$ cat src/rtl/fifo_uart_tx_pkg.sv
// Shared types and constants for the FIFO-to-UART drain block.
// Optional build macro: UART_PARITY_EN selects 8E1 framing instead of 8N1.
package fifo_uart_tx_pkg;

   // Word-level sequencing; the bit-level frame lives in uart_tx_byte.
   typedef enum logic [2:0] {
      StIdle,
      StCheck,
      StRdReq,
      StRdWait,
      StLoad,
      StSend,
      StNext,
      StDone
   } drain_state_e;

`ifdef UART_PARITY_EN
   typedef enum logic [2:0] {
      BitIdle,
      BitStart,
      BitData,
      BitParity,
      BitStop
   } bit_state_e;
   localparam int unsigned FRAME_BITS = 11;
`else
   typedef enum logic [2:0] {
      BitIdle,
      BitStart,
      BitData,
      BitStop
   } bit_state_e;
   localparam int unsigned FRAME_BITS = 10;
`endif

   localparam int unsigned DEFAULT_DATA_W = 16;
   localparam logic        UART_IDLE      = 1'b1;

   // Number of bytes carried by one FIFO word.
   function automatic int unsigned bytes_per_word(input int unsigned data_w);
      return data_w / 8;
   endfunction

endpackage

$ cat src/rtl/fifo_uart_tx_byte.sv
// Single-byte UART transmitter: start bit, 8 data bits LSB first, optional even
// parity (UART_PARITY_EN), stop bit. tx is registered so the line never glitches.
module uart_tx_byte
   import fifo_uart_tx_pkg::*;
#(
   parameter int unsigned CLKS_PER_BIT = 868
) (
   input  logic       clk,
   input  logic       rst,
   input  logic       start,
   input  logic [7:0] byte_in,
   output logic       tx,
   output logic       busy,
   output logic       done
);

   localparam int unsigned BAUD_W = $clog2(CLKS_PER_BIT);
   localparam int unsigned BIT_W  = 4;
   localparam logic [BIT_W-1:0] LAST_DATA_BIT = BIT_W'(8);

   bit_state_e        state_q, state_d;
   logic [BAUD_W-1:0] baud_q, baud_d;
   // Position inside the frame: 0 = start, 1..8 = data, then parity/stop.
   logic [BIT_W-1:0]  bit_q, bit_d;
   logic [7:0]        data_q, data_d;
   logic              tx_q, tx_d;
   logic              baud_end;

   assign baud_end = (baud_q == BAUD_W'(CLKS_PER_BIT - 1));

   // State, counters and the registered serial line.
   always_ff @(posedge clk or posedge rst) begin
      if (rst) begin
         state_q <= BitIdle;
         baud_q  <= '0;
         bit_q   <= '0;
         data_q  <= '0;
         tx_q    <= UART_IDLE;
      end else begin
         state_q <= state_d;
         baud_q  <= baud_d;
         bit_q   <= bit_d;
         data_q  <= data_d;
         tx_q    <= tx_d;
      end
   end

   // Next state: baud counter restarts at every bit boundary.
   always_comb begin
      state_d = state_q;
      baud_d  = baud_q;
      bit_d   = bit_q;
      data_d  = data_q;
      if (state_q == BitIdle) begin
         if (start) begin
            state_d = BitStart;
            data_d  = byte_in;
            baud_d  = '0;
            bit_d   = '0;
         end
      end else if (baud_end) begin
         baud_d = '0;
         bit_d  = bit_q + BIT_W'(1);
         unique case (state_q)
            BitStart: state_d = BitData;
            BitData: begin
               if (bit_q == LAST_DATA_BIT) begin
`ifdef UART_PARITY_EN
                  state_d = BitParity;
`else
                  state_d = BitStop;
`endif
               end
            end
`ifdef UART_PARITY_EN
            BitParity: state_d = BitStop;
`endif
            BitStop:  state_d = BitIdle;
            default:  state_d = BitIdle;
         endcase
      end else begin
         baud_d = baud_q + BAUD_W'(1);
      end
   end

   // Line level for the upcoming cycle, derived from the next state.
   always_comb begin
      tx_d = UART_IDLE;
      unique case (state_d)
         BitStart:  tx_d = 1'b0;
         BitData:   tx_d = data_d[bit_d[2:0] - 3'd1];
`ifdef UART_PARITY_EN
         BitParity: tx_d = ^data_d;
`endif
         default:   tx_d = UART_IDLE;
      endcase
   end

   assign tx   = tx_q;
   assign busy = (state_q != BitIdle);
   // Last cycle of the stop bit.
   assign done = baud_end && (bit_q == BIT_W'(FRAME_BITS - 1));

endmodule

$ cat src/rtl/fifo_uart_tx.sv
// Drains the sample FIFO over UART: one rd pulse per word, then the word's
// bytes MSB byte first. Drain starts on a rising edge of send_i and ends when
// the FIFO reports empty. Optional build macro: UART_PARITY_EN (8E1 frames).
module fifo_uart_tx
   import fifo_uart_tx_pkg::*;
#(
   parameter int unsigned CLKS_PER_BIT = 868,
   parameter int unsigned DATA_W       = DEFAULT_DATA_W
) (
   input  logic              clk,
   input  logic              rst,
   input  logic              send_i,
   input  logic              empty_i,
   input  logic [DATA_W-1:0] dato_i,
   output logic              rd_o,
   output logic              tx_o,
   output logic              busy_o,
   output logic              done_o
);

   localparam int unsigned BYTES_PER_WORD = bytes_per_word(DATA_W);
   localparam int unsigned IDX_W = (BYTES_PER_WORD > 1) ? $clog2(BYTES_PER_WORD) : 1;

   drain_state_e      state_q, state_d;
   logic              send_q;
   logic              send_edge;
   // Bytes of the current word not yet handed to the byte transmitter.
   logic [DATA_W-1:0] word_q, word_d;
   logic [IDX_W-1:0]  idx_q, idx_d;
   logic              rd_q, rd_d;
   logic              busy_q, busy_d;
   logic              done_q, done_d;
   logic              byte_start;
   logic [7:0]        byte_in;
   logic              byte_busy;
   logic              byte_done;

   assign send_edge = send_i & ~send_q & ~busy_q;

   // FSM state and registered handshake outputs.
   always_ff @(posedge clk or posedge rst) begin
      if (rst) begin
         state_q <= StIdle;
         rd_q    <= 1'b0;
         busy_q  <= 1'b0;
         done_q  <= 1'b0;
      end else begin
         state_q <= state_d;
         rd_q    <= rd_d;
         busy_q  <= busy_d;
         done_q  <= done_d;
      end
   end

   // Button history and word shift register; send_q resets high so a held
   // button does not start a drain when reset is released.
   always_ff @(posedge clk or posedge rst) begin
      if (rst) begin
         send_q <= 1'b1;
         word_q <= '0;
         idx_q  <= '0;
      end else begin
         send_q <= send_i;
         word_q <= word_d;
         idx_q  <= idx_d;
      end
   end

   // Next-state logic; empty_i matters only in StCheck.
   always_comb begin
      state_d = state_q;
      unique case (state_q)
         StIdle:   if (send_edge) state_d = StCheck;
         StCheck:  state_d = empty_i ? StDone : StRdReq;
         StRdReq:  state_d = StRdWait;
         StRdWait: state_d = StLoad;
         StLoad:   state_d = StSend;
         // !byte_busy only guards against a lost done; normally byte_done ends it.
         StSend:   if (byte_done || !byte_busy) state_d = StNext;
         StNext:   state_d = (idx_q != '0) ? StSend : StCheck;
         StDone:   state_d = StIdle;
         default:  state_d = StIdle;
      endcase
   end

   // Outputs and byte sequencing; LOAD sends dato_i's top byte directly.
   always_comb begin
      word_d     = word_q;
      idx_d      = idx_q;
      byte_start = 1'b0;
      byte_in    = word_q[DATA_W-1 -: 8];
      rd_d       = (state_d == StRdReq);
      busy_d     = (state_d != StIdle) && (state_d != StDone);
      done_d     = (state_d == StDone);
      unique case (state_q)
         StLoad: begin
            word_d     = dato_i << 8;
            idx_d      = IDX_W'(BYTES_PER_WORD - 1);
            byte_start = 1'b1;
            byte_in    = dato_i[DATA_W-1 -: 8];
         end
         StNext: begin
            if (idx_q != '0) begin
               word_d     = word_q << 8;
               idx_d      = idx_q - IDX_W'(1);
               byte_start = 1'b1;
            end
         end
         default: ;
      endcase
   end

   uart_tx_byte #(
      .CLKS_PER_BIT(CLKS_PER_BIT)
   ) u_byte (
      .clk    (clk),
      .rst    (rst),
      .start  (byte_start),
      .byte_in(byte_in),
      .tx     (tx_o),
      .busy   (byte_busy),
      .done   (byte_done)
   );

   assign rd_o   = rd_q;
   assign busy_o = busy_q;
   assign done_o = done_q;

endmodule

$ cat config.mk
export PLATFORM = sky130hd
export DESIGN_NAME = fifo_uart_tx
export DESIGN_NICKNAME = d
export VERILOG_FILES = /design/src/rtl/fifo_uart_tx_pkg.sv /design/src/rtl/fifo_uart_tx_byte.sv /design/src/rtl/fifo_uart_tx.sv
export SDC_FILE = /design/constraint.sdc
export NUM_CORES = 1
export LEC_CHECK = 0
export BUFFER_PORTS_ARGS = -buffer_cell sky130_fd_sc_hd__buf_4
export CORE_MARGIN = 4
export CORE_UTILIZATION = 40
export CTS_BUF_LIST = sky130_fd_sc_hd__clkbuf_4
export CTS_CLUSTER_SIZE = 12
export DETAILED_ROUTE_END_ITERATION = 10
export PLACE_DENSITY = 0.69
export SLEW_MARGIN = 20
export SYNTH_ARGS = -nofsm -noshare
export SYNTH_HDL_FRONTEND = slang
export SYNTH_SLANG_ARGS = --single-unit
$ cat constraint.sdc
create_clock -name clk -period 3.1 [get_ports clk]
set_clock_uncertainty 0.1 [all_clocks]
set_input_delay 0.155 -clock clk [delete_from_list [all_inputs] [get_ports clk]]
set_output_delay 0.155 -clock clk [all_outputs]
set_load 0.05 [all_outputs]
# [Yosys cells after proc, flatten, opt, wreduce, memory -nomap -nowiden]
# Cells that the tools add are included.
[totals] elab_cells=81 out_inout_bits=4 register_bits=50 in_bits=20
[op_classes] n_reduce_logical=12 bitwise=4 addsub=4 order_cmp=1 mux=28 eq_ne=19
[ops] op="$pmux W16 S2" count=1
[ops] op="$mux W10" count=3
[ops] op="$mux W3" count=8
[ops] op="$mux W8" count=3
[ops] op="$pmux W3 S8" count=1
[ops] op="$mux W16" count=1
[ops] op="$eq A3 B2 Y1 const B" count=5
[ops] op="$eq A3 B3 Y1 const B" count=5
[ops] op="$mux W4" count=3
[ops] op="$add A10 B1 Y10 const B" count=1
[ops] op="$eq A10 B10 Y1 const B" count=1
[ops] op="$eq A3 B1 Y1 const B" count=3
[ops] op="$eq A4 B4 Y1 const B" count=2
[ops] op="$logic_not A3 Y1" count=2
[ops] op="$pmux W1 S2" count=3
[ops] op="$pmux W3 S2" count=1
[ops] op="$reduce_bool A3 Y1" count=2
[ops] op="$add A4 B1 Y4 const B" count=1
[ops] op="$lt A3 B4 Y1 const B" count=1
[ops] op="$ne A2 B2 Y1 const B" count=2
[ops] op="$reduce_and A2 Y1" count=2
[ops] op="$reduce_bool A2 Y1" count=2
[ops] op="$bmux W1 S3" count=1
[ops] op="$mux W1" count=3
[ops] op="other kinds (8)" count=11

# [Depth between registers and ports, before layout]
# Gate-level depths: netlist of run 1.
[depth] depth_word=8 ltp_mapped=11 ltp_nobuf=11

# [Hierarchy]
# From an unflattened synthesis of run 1, not the netlist that was laid out.
[unflattened] cells_unflattened=217 hier_area_um2=2290.9
[by_module_without_submodules] mod="uart_tx_byte" area_each_um2=1517.7 n_inst=1 seq_area_each_um2=651.9 cells_per_inst=147
[by_module_without_submodules] mod="fifo_uart_tx" area_each_um2=773.2 n_inst=1 seq_area_each_um2=401.6 cells_per_inst=70

# [Worst setup path before layout of run 1]
# Ideal clock, no wire load.
[synth_path] path_type="register to register" startpoint="register u_byte.baud_q[0]" endpoint="register u_byte.tx_q, in the netlist u_byte.tx" path_slack_ns=0.379 n_path_buf=0 t_required_ns=2.918 path_stages_with_launch=10 period_less_slack_ns=2.721 setup_ns=0.082 arrival_ns=2.539 path_cell_list="dfrtp_1 > ha_1 > nor4b_1 > a41oi_1 > a211oi_1 > inv_1 > ha_1 > mux4_2 > o21a_1 > o31a_1"
[synth_via] elab_chain_cells=7 elab_cells_between_ends=11 classes_between="1 x add/sub; 3 x eq/ne; 7 x mux"
[synth_lines] item="start, declared" line="fifo_uart_tx_byte.sv:22" source="logic [BAUD_W-1:0] baud_q, baud_d;"
[synth_lines] item="start signal, assigned" line="fifo_uart_tx_byte.sv:41" source="baud_q <= baud_d;"
[synth_lines] item="$eq A10 B10 Y1" line="fifo_uart_tx_byte.sv:29" source="assign baud_end = (baud_q == BAUD_W'(CLKS_PER_BIT - 1));"
[synth_lines] item="$mux W4" line="fifo_uart_tx_byte.sv:61" source="end else if (baud_end) begin"
[synth_lines] item="$mux W4" line="fifo_uart_tx_byte.sv:54" source="if (state_q == BitIdle) begin"
[synth_lines] item="named net u_byte.bit_d[0]" line="fifo_uart_tx_byte.sv:24" source="logic [BIT_W-1:0] bit_q, bit_d;"
[synth_lines] item="$sub A3 B1 Y3" line="fifo_uart_tx_byte.sv:91" source="BitData: tx_d = data_d[bit_d[2:0] - 3'd1];"
[synth_lines] item="$bmux W1 S3" line="fifo_uart_tx_byte.sv:91"
[synth_lines] item="$mux W1 (implied by the code)" line="fifo_uart_tx_byte.sv:91"
[synth_lines] item="$pmux W1 S2" line="fifo_uart_tx_byte.sv:89" source="unique case (state_d)"
[synth_lines] item="named net u_byte.tx_d" line="fifo_uart_tx_byte.sv:26" source="logic tx_q, tx_d;"
[synth_lines] item="end signal, assigned" line="fifo_uart_tx_byte.sv:44" source="tx_q <= tx_d;"
[synth_lines] item="end, declared" line="fifo_uart_tx_byte.sv:26"
# The timed path passes the listed nets, and every way through them passes these cells. The select of a mux whose other input is x is not followed.
# A chain may end at the register's enable or synchronous reset.

# [Final worst setup path of run 1]
[layout_path] startpoint="register u_byte.baud_q[0]" endpoint="register u_byte.tx_q, in the netlist u_byte.tx"
[layout_via] elab_chain_cells=7 elab_cells_between_ends=11 classes_between="1 x add/sub; 3 x eq/ne; 7 x mux"
[layout_lines] item="$eq A10 B10 Y1 *" line="fifo_uart_tx_byte.sv:29"
[layout_lines] item="$mux W4" line="fifo_uart_tx_byte.sv:61"
[layout_lines] item="$mux W4" line="fifo_uart_tx_byte.sv:54"
[layout_lines] item="$sub A3 B1 Y3" line="fifo_uart_tx_byte.sv:91"
[layout_lines] item="$bmux W1 S3" line="fifo_uart_tx_byte.sv:91"
[layout_lines] item="$mux W1 (implied by the code)" line="fifo_uart_tx_byte.sv:91"
[layout_lines] item="$pmux W1 S2 *" line="fifo_uart_tx_byte.sv:89"
[layout_lines] item="named net u_byte.tx_d" line="fifo_uart_tx_byte.sv:26"
# Mark *: on every way through the listed nets, which the timed path passes. The rest lies on a longest branch. The select of a mux whose other input is x is not followed.

==> summary.md, run 1 <==
| Metric | Value |
|---|---|
| Static Leak | 1.13 nW |
| DR WL met2 | 2140 microns |
| Die area | 6650 sq um |
| Worst setup SP type | flop |
| Uppermost layer routed | met4 |
| RR Endpoint | u_byte.tx$_DFF_PP1_ |
| Die Span Y | 81.5 microns |
| Worst Reg-to-Reg Cells | 10 |
| Syn Nets | 241 |
| Port bufs | 23 |
| Root buf cell | clkbuf_4 |
| Synth warn | 0 |
| CTS tree | done |
| Mapped Area | 2160 sq um |
| Most frequent cells in the layout | dfrtp_1, buf_4, o21ai_0 |
| # IOs | 24 |
| CTS H-tree depth | 2 |
| Part of the cycle the worst path needs | 90.5% |
| Starting Density | 41.8% |
| Transition time of the tightest slew-check pin | 0.594 ns |
| Total CTS buffers | 5 |
| First-pass GRT wire length | 8400 microns |
| # Post-CTS Setup Buffers | 0 |
| CP Max Fanout | 7 |
| Detailed Routing Iterations Pass 1 | 4 |
| Total wire length | 4570 microns |
| Hold Path Origin | dato_i[10] |
| Setup violations, final | 0 |
| Worst IR Drop VDD | 0.000189 V |
| Slew headroom | 60.3% |
| RSZ-0062 raised after global routing | no |
| Post-Route Setup TNS | 0 ns |
| # rows | 26 |
| Top cell by count, worst path | ha_1 |
| Final ANT Viol Nets | 0 |
| Inserted Diodes | 0 |
| Sink Count | 42 |
| Layout area overhead | 19.6% |
| Routed len/inst | 14.1 microns |
| 1st-iter DRT viols | 78 |
| Crit end category | flop |
| Reg2reg setup slack | 0.29 ns |
| Fin cells | 324 |
| Critical Path RT | 3.28 ns |
| Routability cong. | 0.788 |
| DRT met1 WL | 2210 microns |
| Sequential fraction of the synthesis area | 48.7% |
| Clock transition at path regs | 0.12 ns |
| Worst r2r src | u_byte.baud_q[0]$_DFFE_PP0P_ |
| Post-Synthesis Cells | 216 |
| Die width | 81.5 microns |
| Worst hold path class | input port to flop |
| Initial antenna violation count | 0 |
| Fin crit period | 2.81 ns |
| GRT Util Overall | 16.2% |
| Worst Hold End | u_byte.data_q[2]$_DFF_PP0_ |
| GRT overflow | 0 |
| Vias/cell | 5.39 |
| Largest stage delay, worst path | 0.44 ns |
| Number of global-route vias before repair | 1780 |
| Synthesis-stage register bit count | 42 |
| Vias | 1747 |
| Max-cap violation count | 0 |
| Top FF cell, synth | dfrtp_1 |
| Dpl cells | 305 |
| Nets | 278 |
| Slowest cell on the critical path | dfrtp_1 |
| Crit-path cells | ha_1 > nor4b_2 > nand3_1 > nor2_1 > a21oi_1 > or2_2 > ha_1 > mux4_2 > o21a_1 > o31a_1 |
| Fmax | 356 MHz |
| Clock latency at the later pin of the worst-skew pair | 0.35 ns |
| DRC Markers | 0 |
| Fin. Hold Viols | 0 |
| Routed wl met3 | 158 microns |
| EDFF count, synth | 0 |
| Post-DP HPWL | 3190 microns |
| CTS Buffer Depth | 2 |
| Yosys cell types | 49 |
| Worst EP arrival | 2.99 ns |
| Commonest non-fill, non-tap cell in the layout | dfrtp_1 |
| Ys async rst share | 100% |
| Hold path depth | 3 |
| Largest net degree at the start of global routing | 43 |
| Status | finished clean |
| Core area | 5170 sq um |
| Share of cells above drive strength 1 | 19.7% |
| Avg Inst Size Synth | 10.0 sq um |
| Crit Path Category | flop to flop |
| Final slew viol count | 0 |
| Pwr/cell area | 346 nW/um^2 |
-- report_power, final --
| group | leakage, nW | total (W) | internal [W] | switching (W) |
|---|---|---|---|---|
| sequential | 0.507 | 0.000565 | 0.000559 | 0.00000545 |
| combinational | 0.583 | 0.0000561 | 0.0000350 | 0.0000211 |
| clock | 0.0356 | 0.000275 | 0.0000980 | 0.000177 |
| total | 1.13 | 0.000896 | 0.000692 | 0.000203 |
-- stage by stage --
stage	total power (W)	setup slack [ns]	cell area [sq um]	hold slack, ns	utilization, %
4_1_cts	0.000910	0.192	2580	0.0584	49.9
5_1_grt	0.000943	0.0992	2590	0.0630	50.0
3_3_place_gp	0.000621	0.313	2410	0.174	46.6
2_1_floorplan	0.000595	0.379	2160	0.0595	-
3_5_place_dp	0.000621	0.244	2410	0.176	46.6
6_report	0.000896	0.293	2590	0.0731	50.0
-- area by class of cell --
type | count | area, sq um
Clock buffer | 6 | 45.0
Clock inverter | 2 | 13.8
Fill cell | 482 | 2590
Inverter | 11 | 41.3
Multi-Input combinational cell | 153 | 1020
Sequential cell | 42 | 1050
Tap cell | 70 | 87.6
Timing Repair Buffer | 40 | 328
-- worst max-delay path: cells and delay by family, from the launching register on --
kind            cells  cell delay [ns]
mux                 1             0.29
fa+ha+maj           2             0.60
compound gates      3             0.44
flops               1             0.44
simple gates        4             0.88
-- how the worst max path moves through the flow --
stage	from	endpoint	slack, ns	cells after the start
6_report	u_byte.baud_q[0]$_DFFE_PP0P_	u_byte.tx$_DFF_PP1_	0.29	10
5_1_grt	u_byte.baud_q[0]$_DFFE_PP0P_	u_byte.tx$_DFF_PP1_	0.1	10
4_1_cts	u_byte.baud_q[0]$_DFFE_PP0P_	u_byte.tx$_DFF_PP1_	0.19	10
3_5_place_dp	u_byte.baud_q[0]$_DFFE_PP0P_	u_byte.tx$_DFF_PP1_	0.24	10
3_3_place_gp	u_byte.baud_q[0]$_DFFE_PP0P_	u_byte.tx$_DFF_PP1_	0.31	10
2_1_floorplan	u_byte.baud_q[0]$_DFFE_PP0P_	u_byte.tx$_DFF_PP1_	0.38	9
-- flip-flops by register name, summed over array words and instances, names as in the netlist --
| signal | cells |
|---|---|
| u_byte.baud_q | 10 |
| u_byte.data_q | 8 |
| word_q | 8 |
| u_byte.bit_q | 4 |
| state_q | 3 |
| u_byte.state_q | 3 |
| busy_o | 1 |
| done_o | 1 |
| idx_q | 1 |
| rd_o | 1 |
| send_q | 1 |
| u_byte.tx | 1 |
-- logic make-up after synthesis --
kind of cell             Yosys count  share of synthesized area (%)
AND/OR/NAND/NOR                   81                           21.0
adder cells (fa/ha/maj)            5                           2.89
AO/OA/AOI/OAI                     63                           20.0
multiplexers                       2                           2.08
buffers and inverters             21                           4.51
XOR/XNOR                           2                          0.810
flip-flops                        42                           48.7
-- routing by layer --
layer	vias up	GRT usage [%]
li1	871	-
met1	839	22.0
met2	31	26.4
met3	6	2.85
met4	0	5.24
met5	-	0
-- Yosys cell counts (2+ instances only) --
cell,count,area share [%]
buf_6,2,1.0
nand2b_1,2,0.58
and3_1,3,0.87
clkbuf_1,5,0.87
or3_1,10,2.9
or2_2,2,0.58
a22o_1,8,3.2
nor4_1,2,0.58
o211ai_1,2,0.69
nand2_1,20,3.5
nor2b_1,3,0.87
a21o_1,2,0.69
o221a_1,2,1.0
a21oi_1,6,1.4
and2_1,4,1.2
nand3_1,6,1.4
o221a_2,2,1.0
o221ai_1,4,1.6
o21ai_0,26,6.0
or4bb_1,3,1.6
inv_1,11,1.9
dfrtp_1,40,46
ha_1,5,2.9
nor3_2,2,0.93
mux4_2,2,2.1
dfstp_2,2,2.4
nor3_1,3,0.69
nand4_1,4,1.2
buf_2,3,0.69
nor2_1,11,1.9
-- repair_timing --
item	4_1_cts	5_1_grt
setup endpoints to repair	0	1
endpoints found under the hold margin	50	0
gates resized for setup	0	1
hold buffers	11	0
Power figures use the tool's default switching activity.
==> run 2, diff against run 1 <==
--- a/config.mk
+++ b/config.mk
@@ -5,6 +5,7 @@
 export SDC_FILE = /design/constraint.sdc
 export NUM_CORES = 1
 export LEC_CHECK = 0
+export ABC_AREA = 1
 export BUFFER_PORTS_ARGS = -buffer_cell sky130_fd_sc_hd__buf_4
 export CORE_MARGIN = 4
 export CORE_UTILIZATION = 40
==> run 2 against run 1 <==
  * Hold slack got worse by 0.053 ns
  * Routed wire length is 1.5% higher
  * Via count up 10%
  * Critical path depth increased by 3
  * Non-clock buffer count decreased by 5
  * Sequential power is 53% higher
  * Largest cell class unchanged
  * Critical path type unchanged
  * Clock power up 32%
  * First-iteration DRC count shrank 12%
  * Combinational power grew to 15 times the previous value
  * Highest routed layer unchanged
  * Utilization shrank 1.3 points
==> summary.md, run 2 <==
| Metric | Value |
|---|---|
| Status | finished clean (unchanged) |
| Core area | 5570 sq um (was 5170 sq um) |
| Slew headroom | 65.2% (was 60.3%) |
| Max-cap violation count | 0 (unchanged) |
| Crit Path Category | flop to flop (unchanged) |
| Port bufs | 23 (unchanged) |
| # rows | 27 (was 26) |
| Synth cell count leaders | nand2_1, inv_1, dfrtp_1 (was dfrtp_1, o21ai_0, nand2_1) |
| Largest stage delay, worst path | 0.44 ns (about the same) |
| RSZ-0062 raised after global routing | no (unchanged) |
| Most frequent cells in the layout | nand2_1, inv_1, dfrtp_1 (was dfrtp_1, buf_4, o21ai_0) |
| Fin. Hold Viols | 0 (unchanged) |
| Die width | 84.1 microns (was 81.5 microns) |
| Nets | 348 (was 278) |
| Worst EP arrival | 2.88 ns (was 2.99 ns) |
| Worst setup SP type | flop (unchanged) |
| First-pass GRT wire length | 8340 microns (was 8400 microns) |
| Fmax | 374 MHz (was 356 MHz) |
| Crit end category | flop (unchanged) |
| Final instance area | 2710 sq um (was 2590 sq um) |
| Post-Synthesis Cells | 287 (was 216) |
| Mapped Area | 2320 sq um (was 2160 sq um) |
| DRC Markers | 0 (unchanged) |
| Post-DP Area | 2520 sq um (was 2410 sq um) |
| Routability cong. | 0.754 (was 0.788) |
| Die area | 7070 sq um (was 6650 sq um) |
| Fin crit period | 2.68 ns (was 2.81 ns) |
| Transition time of the tightest slew-check pin | 0.522 ns (was 0.594 ns) |
| Avg Inst Size Synth | 8.07 sq um (was 10.0 sq um) |
| CP Max Fanout | 20 (was 7) |
| Vias | 1929 (was 1747) |
| Detailed Routing Iterations Pass 1 | 4 (unchanged) |
| Synthesis-stage register bit count | 42 (unchanged) |
| Pwr/cell area | 758 nW/um^2 (was 346 nW/um^2) |
| Clock transition at path regs | 0.13 ns (was 0.12 ns) |
| Slowest cell on the critical path | dfrtp_1 (unchanged) |
| Sink Count | 42 (unchanged) |
| Share of cells above drive strength 1 | 17.3% (was 19.7%) |
| Largest cells by area after synthesis | dfrtp_1, nand2_1, inv_1, nand3_1, a22o_1 (was dfrtp_1, o21ai_0, nand2_1, a22o_1, ha_1) |
| Root buf cell | clkbuf_4 (unchanged) |
| Worst hold path class | input port to flop (unchanged) |
| Worst Reg-to-Reg Cells | 13 (was 10) |
| Max reg flops | 10 (unchanged) |
| Vias/cell | 4.87 (was 5.39) |
| Top-count cell post-synth | nand2_1 (was dfrtp_1) |
| Sequential fraction of the synthesis area | 45.5% (was 48.7%) |
| Biggest regs | u_byte.baud_q (10), u_byte.data_q (8), word_q (8) (unchanged) |
| Area leader, netlist | dfrtp_1 (unchanged) |
| Post-Route Setup TNS | 0 ns (unchanged) |
| Filler cells | 526 (was 482) |
| EDFF count, synth | 0 (unchanged) |
| Synth warn | 0 (unchanged) |
| CTS H-tree depth | 2 (unchanged) |
| Die Span Y | 84.1 microns (was 81.5 microns) |
| WHS | 0.0198 ns (was 0.0731 ns) |
| Routed len/inst | 11.7 microns (was 14.1 microns) |
| Clock latency at the later pin of the worst-skew pair | 0.35 ns (about the same) |
| Hold path depth | 5 (was 3) |
| Syn Nets | 312 (was 241) |
| Commonest non-fill, non-tap cell in the layout | nand2_1 (was dfrtp_1) |
| Setup violations, final | 0 (unchanged) |
| Dpl ws | 0.493 ns (was 0.244 ns) |
| Post-DP HPWL | 3370 microns (was 3190 microns) |
| Static Leak | 1.42 nW (was 1.13 nW) |
| Total CTS buffers | 5 (unchanged) |
| 1st-iter DRT viols | 69 (was 78) |
| # Post-CTS Setup Buffers | 0 (unchanged) |
| # IOs | 24 (unchanged) |
| Worst IR Drop VDD | 0.000548 V (was 0.000189 V) |
| Largest net degree at the start of global routing | 43 (unchanged) |
| Fin cells | 396 (was 324) |
| Top cell type's share of synthesized area | 43.2% (was 46.3%) |
| Inserted Diodes | 0 (unchanged) |
| Yosys cell types | 35 (was 49) |
| Critical Path RT | 3.30 ns (was 3.28 ns) |
| Starting Density | 41.6% (was 41.8%) |
| CTS Buffer Depth | 2 (unchanged) |
| Top reg by flops | u_byte.baud_q (unchanged) |
| Final worst slack | 0.423 ns (was 0.293 ns) |
| Crit-path cells | nor2_1 > nand2_1 > inv_1 > nand2_2 > nand2_1 > nand2_1 > nand2_2 > ha_1 > inv_1 > nand3_1 > nand3_1 > nand3_1 > nand2_1 (was ha_1 > nor4b_2 > nand3_1 > nor2_1 > a21oi_1 > or2_2 > ha_1 > mux4_2 > o21a_1 > o31a_1) |
| Total wire length | 4640 microns (was 4570 microns) |
| Number of global-route vias before repair | 1875 (was 1780) |
| CTS tree | done (unchanged) |
| Dpl cells | 377 (was 305) |
| Final ANT Viol Nets | 0 (unchanged) |
| Initial antenna violation count | 0 (unchanged) |
| Top FF cell, synth | dfrtp_1 (unchanged) |
| GRT Util Overall | 14.2% (was 16.2%) |
| Top cell by count, worst path | nand2_1 (was ha_1) |
| Ys async rst share | 100% (unchanged) |
| GRT overflow | 0 (unchanged) |
| Final slew viol count | 0 (unchanged) |
| Layout area overhead | 17.1% (was 19.6%) |
| Part of the cycle the worst path needs | 86.4% (was 90.5%) |
[run 2: changes by cell type after synthesis, sizes merged, moves of 10 or more]
cell | before | now
nor2 | 11 | 21
o21ai | 26 | 15
nand2 | 20 | 76
inv | 11 | 52
nand3 | 6 | 31
or3 | 10 | 0
[run 2: stage by stage]
step	total power [W]	util, %
global placement	0.00167	45.2
finish	0.00206	48.7
floorplan	0.00154	-
global route	0.00223	48.7
detailed placement	0.00169	45.2
CTS	0.00207	48.7
[run 2: per-layer routing]
metal	track usage (%)	part of all wire, %	vias up	routed length (microns)
met5	0	0	-	0
met4	4.39	1.6	0	76
met3	2.96	3.3	7	151
met2	24.0	48	33	2230
met1	18.4	47	892	2180
li1	-	-	997	-
[run 2: worst max-delay path, delay by kind of cell, from the launching register on]
family        cells  cell delay (ns)
flops             1             0.44
buf+inv           2             0.33
simple gates     10             1.47
fa+ha+maj         1             0.27
[run 2: logic make-up after synthesis]
group	count (synthesis)	share of synthesized area, %
simple gates	138	26.8
buf+inv	58	11.3
flops	42	45.5
compound gates	41	12.6
fa+ha+maj	5	2.70
xor+xnor	3	1.13
[run 2: final cells by class]
cell class	count	area (sq um)	area share (%)
Sequential cell	42	1050	38.8
Multi-Input combinational cell	187	1000	36.9
Timing Repair Buffer	35	290	10.7
Inverter	52	195	7.20
Tap cell	72	90.1	3.32
Clock buffer	6	45.0	1.66
Clock inverter	2	37.5	1.38
[run 2: timing repair]
item | in CTS | in global routing
gates resized for setup | 0 | 0
endpoints found under the hold margin | 50 | 0
hold buffers | 11 | 0
[run 2: report_power, final]
group	switching (W)	internal, W
Combinational	0.000508	0.000320
Clock	0.000183	0.000179
Sequential	0.000135	0.000732
[run 2: worst paths after layout]
| path | startpoint | endpoint | slack (ns) |
|---|---|---|---|
| hold reg to reg | u_byte.bit_q[3]$_DFFE_PP0P_ | u_byte.bit_q[3]$_DFFE_PP0P_ | 0.39 |
| max in group asynchronous | rst | send_q$_DFF_PP1_ | 2.14 |
| min in group asynchronous | rst | u_byte.baud_q[9]$_DFFE_PP0P_ | 0.39 |
| hold / removal | dato_i[10] | u_byte.data_q[2]$_DFF_PP0_ | 0.02 |
| setup reg to reg | u_byte.state_q[0]$_DFF_PP0_ | u_byte.tx$_DFF_PP1_ | 0.42 |
| setup / recovery | u_byte.state_q[0]$_DFF_PP0_ | u_byte.tx$_DFF_PP1_ | 0.42 |
==> run 3, diff against run 2 <==
--- a/config.mk
+++ b/config.mk
@@ -7,6 +7,7 @@
 export LEC_CHECK = 0
 export ABC_AREA = 1
 export BUFFER_PORTS_ARGS = -buffer_cell sky130_fd_sc_hd__buf_4
+export CORE_ASPECT_RATIO = 0.8
 export CORE_MARGIN = 4
 export CORE_UTILIZATION = 40
 export CTS_BUF_LIST = sky130_fd_sc_hd__clkbuf_4
==> run 3 against run 2 <==
  * Highest routed layer unchanged
  * Clock-buffer cell count did not move
  * Routed wire length shrank 1.4%
  * Sequential power hardly changed
  * Critical path depth increased by 1
  * Fmax rose by 4.0%
  * Critical path type unchanged
  * Hold slack improved by 0.0059 ns
  * Clock power is 23% lower
  * Sequential cell count is the same
  * Non-clock buffer count stayed put
  * Die area is 0.11% higher
  * Global-route usage is 0.13 points lower
==> summary.md, run 3 (synthesis results as in run 2) <==
| Metric | Value |
|---|---|
| Crit Path Category | flop to flop (unchanged) |
| Part of the cycle the worst path needs | 83.1% (was 86.4%) |
| DRC Markers | 0 (unchanged) |
| Max reg flops | 10 (unchanged) |
| Clock latency at the later pin of the worst-skew pair | 0.34 ns (was 0.35 ns) |
| CTS tree | done (unchanged) |
| Final ANT Viol Nets | 0 (unchanged) |
| WHS | 0.0257 ns (was 0.0198 ns) |
| Filler cells | 544 (was 526) |
| CTS H-tree depth | 2 (unchanged) |
| Inserted Diodes | 0 (unchanged) |
| Post-DP HPWL | 3410 microns (was 3370 microns) |
| Initial antenna violation count | 0 (unchanged) |
| Vias/cell | 4.76 (was 4.87) |
| Fin. Hold Viols | 0 (unchanged) |
| Final instance area | 2700 sq um (was 2710 sq um) |
| Total wire length | 4570 microns (was 4640 microns) |
| Worst hold path class | input port to flop (unchanged) |
| GRT Util Overall | 14.1% (was 14.2%) |
| Nets | 348 (unchanged) |
| Post-DP Area | 2530 sq um (was 2520 sq um) |
| Fin crit period | 2.57 ns (was 2.68 ns) |
| Largest net degree at the start of global routing | 43 (unchanged) |
| Die area | 7080 sq um (was 7070 sq um) |
| Worst EP arrival | 2.76 ns (was 2.88 ns) |
| Vias | 1914 (was 1929) |
| Die Span Y | 76.1 microns (was 84.1 microns) |
| Max-cap violation count | 0 (unchanged) |
| Transition time of the tightest slew-check pin | 0.563 ns (was 0.522 ns) |
| Clock transition at path regs | 0.13 ns (about the same) |
| Top reg by flops | u_byte.baud_q (unchanged) |
| Crit end category | flop (unchanged) |
| Die width | 93.1 microns (was 84.1 microns) |
| Fmax | 388 MHz (was 374 MHz) |
| Root buf cell | clkbuf_4 (unchanged) |
| Detailed Routing Iterations Pass 1 | 4 (unchanged) |
| Layout area overhead | 16.4% (was 17.1%) |
| Total CTS buffers | 5 (unchanged) |
| Commonest non-fill, non-tap cell in the layout | nand2_1 (unchanged) |
| Static Leak | 1.41 nW (was 1.42 nW) |
| Status | finished clean (unchanged) |
| Pwr/cell area | 734 nW/um^2 (was 758 nW/um^2) |
| Routability cong. | 0.803 (was 0.754) |
| RSZ-0062 raised after global routing | no (unchanged) |
| Final slew viol count | 0 (unchanged) |
| Slew headroom | 62.1% (was 65.2%) |
| CP Max Fanout | 20 (unchanged) |
| Post-Route Setup TNS | 0 ns (unchanged) |
| CTS Buffer Depth | 2 (unchanged) |
| # IOs | 24 (unchanged) |
| First-pass GRT wire length | 8180 microns (was 8340 microns) |
| Sink Count | 42 (unchanged) |
| Routed len/inst | 11.4 microns (was 11.7 microns) |
| Share of cells above drive strength 1 | 17.3% (unchanged) |
| Most frequent cells in the layout | nand2_1, inv_1, dfrtp_1 (unchanged) |
| Worst IR Drop VDD | 0.000498 V (was 0.000548 V) |
| Layout Utilization | 48.8% (was 48.7%) |
| Biggest regs | u_byte.baud_q (10), u_byte.data_q (8), word_q (8) (unchanged) |
| Critical Path RT | 3.29 ns (was 3.30 ns) |
| # Post-CTS Setup Buffers | 0 (unchanged) |
| Worst setup SP type | flop (unchanged) |
| # rows | 24 (was 27) |
| Core area | 5530 sq um (was 5570 sq um) |
| 1st-iter DRT viols | 108 (was 69) |
| Port bufs | 23 (unchanged) |
| Setup violations, final | 0 (unchanged) |
| GRT overflow | 0 (unchanged) |
| Number of global-route vias before repair | 1819 (was 1875) |
| Starting Density | 41.9% (was 41.6%) |
==> run 3: cell types whose count changed in the layout (fill, tap and decap cells not counted) <==
cell / previous run / this run
bufinv_16: 1 / 0
clkinv_2: 0 / 1
clkinv_4: 0 / 1
clkinvlp_4: 1 / 0
==> run 3: worst max-delay path, stage by stage, from the launching register on <==
cell and delay, ns:
dfrtp_1 0.44, nor2_1 0.20, nand2_1 0.27, inv_1 0.24
nand2_2 0.28, nand2_1 0.13, nand2_1 0.11, nand2_2 0.13
ha_1 0.20, inv_1 0.07, nand3_1 0.08, nand2_1 0.06
nand3_1 0.07, nand3_1 0.07, nand2_1 0.06
==> run 3: path summary, 6_finish.rpt <==
path | slack [ns] | cells past startpoint | start | endpoint
max in group asynchronous | 2.12 | 4 | rst | u_byte.tx$_DFF_PP1_
min reg2reg | 0.38 | 1 | u_byte.bit_q[3]$_DFFE_PP0P_ | u_byte.bit_q[3]$_DFFE_PP0P_
max | 0.53 | 14 | u_byte.state_q[0]$_DFF_PP0_ | u_byte.tx$_DFF_PP1_
min in group asynchronous | 0.40 | 4 | rst | u_byte.baud_q[5]$_DFFE_PP0P_
max reg2reg | 0.53 | 14 | u_byte.state_q[0]$_DFF_PP0_ | u_byte.tx$_DFF_PP1_
min | 0.03 | 5 | dato_i[10] | u_byte.data_q[2]$_DFF_PP0_
==> run 3: metrics by stage <==
| step | instances | power (W) | worst slack, ns |
|---|---|---|---|
| final | 402 | 0.00198 | 0.525 |
| after global routing | 402 | 0.00217 | 0.198 |
| after CTS | 402 | 0.00200 | 0.501 |
| after detailed placement | 383 | 0.00171 | 0.532 |
| after global placement | 383 | 0.00168 | 0.561 |
| after floorplan | 287 | 0.00154 | 0.910 |
==> run 3: power by group <==
| group | internal [W] | switching, W | total, W |
|---|---|---|---|
| clock network | 0.0000981 | 0.000180 | 0.000278 |
| registers | 0.000732 | 0.000135 | 0.000866 |
| logic | 0.000321 | 0.000513 | 0.000835 |
| total | 0.00115 | 0.000828 | 0.00198 |
==> run 3: metal layers <==
layer  GRT usage (%)  vias to the layer above  wire length (microns)
li1                -                     1004                      -
met1            21.6                      867                   2420
met4            3.22                        0                     36
met5               0                        -                      0
met3            3.55                        5                    225
met2            19.8                       38                   1900
==> run 3: layout make-up <==
type                       instances  area (sq um)  share of cell area [%]
tap                               78          97.6                    3.62
clock buffer                       6          45.0                    1.67
inverter                          52           195                    7.24
timing repair buffer              35           290                    10.8
multi-input combinational        187          1000                    37.1
clock inverter                     2          13.8                   0.510
sequential                        42          1050                    39.1
==> run 3: timing repair <==
action | 4_1_cts | 5_1_grt
gates resized for setup | 0 | 0
endpoints found under the hold margin | 50 | 0
hold buffers | 11 | 0
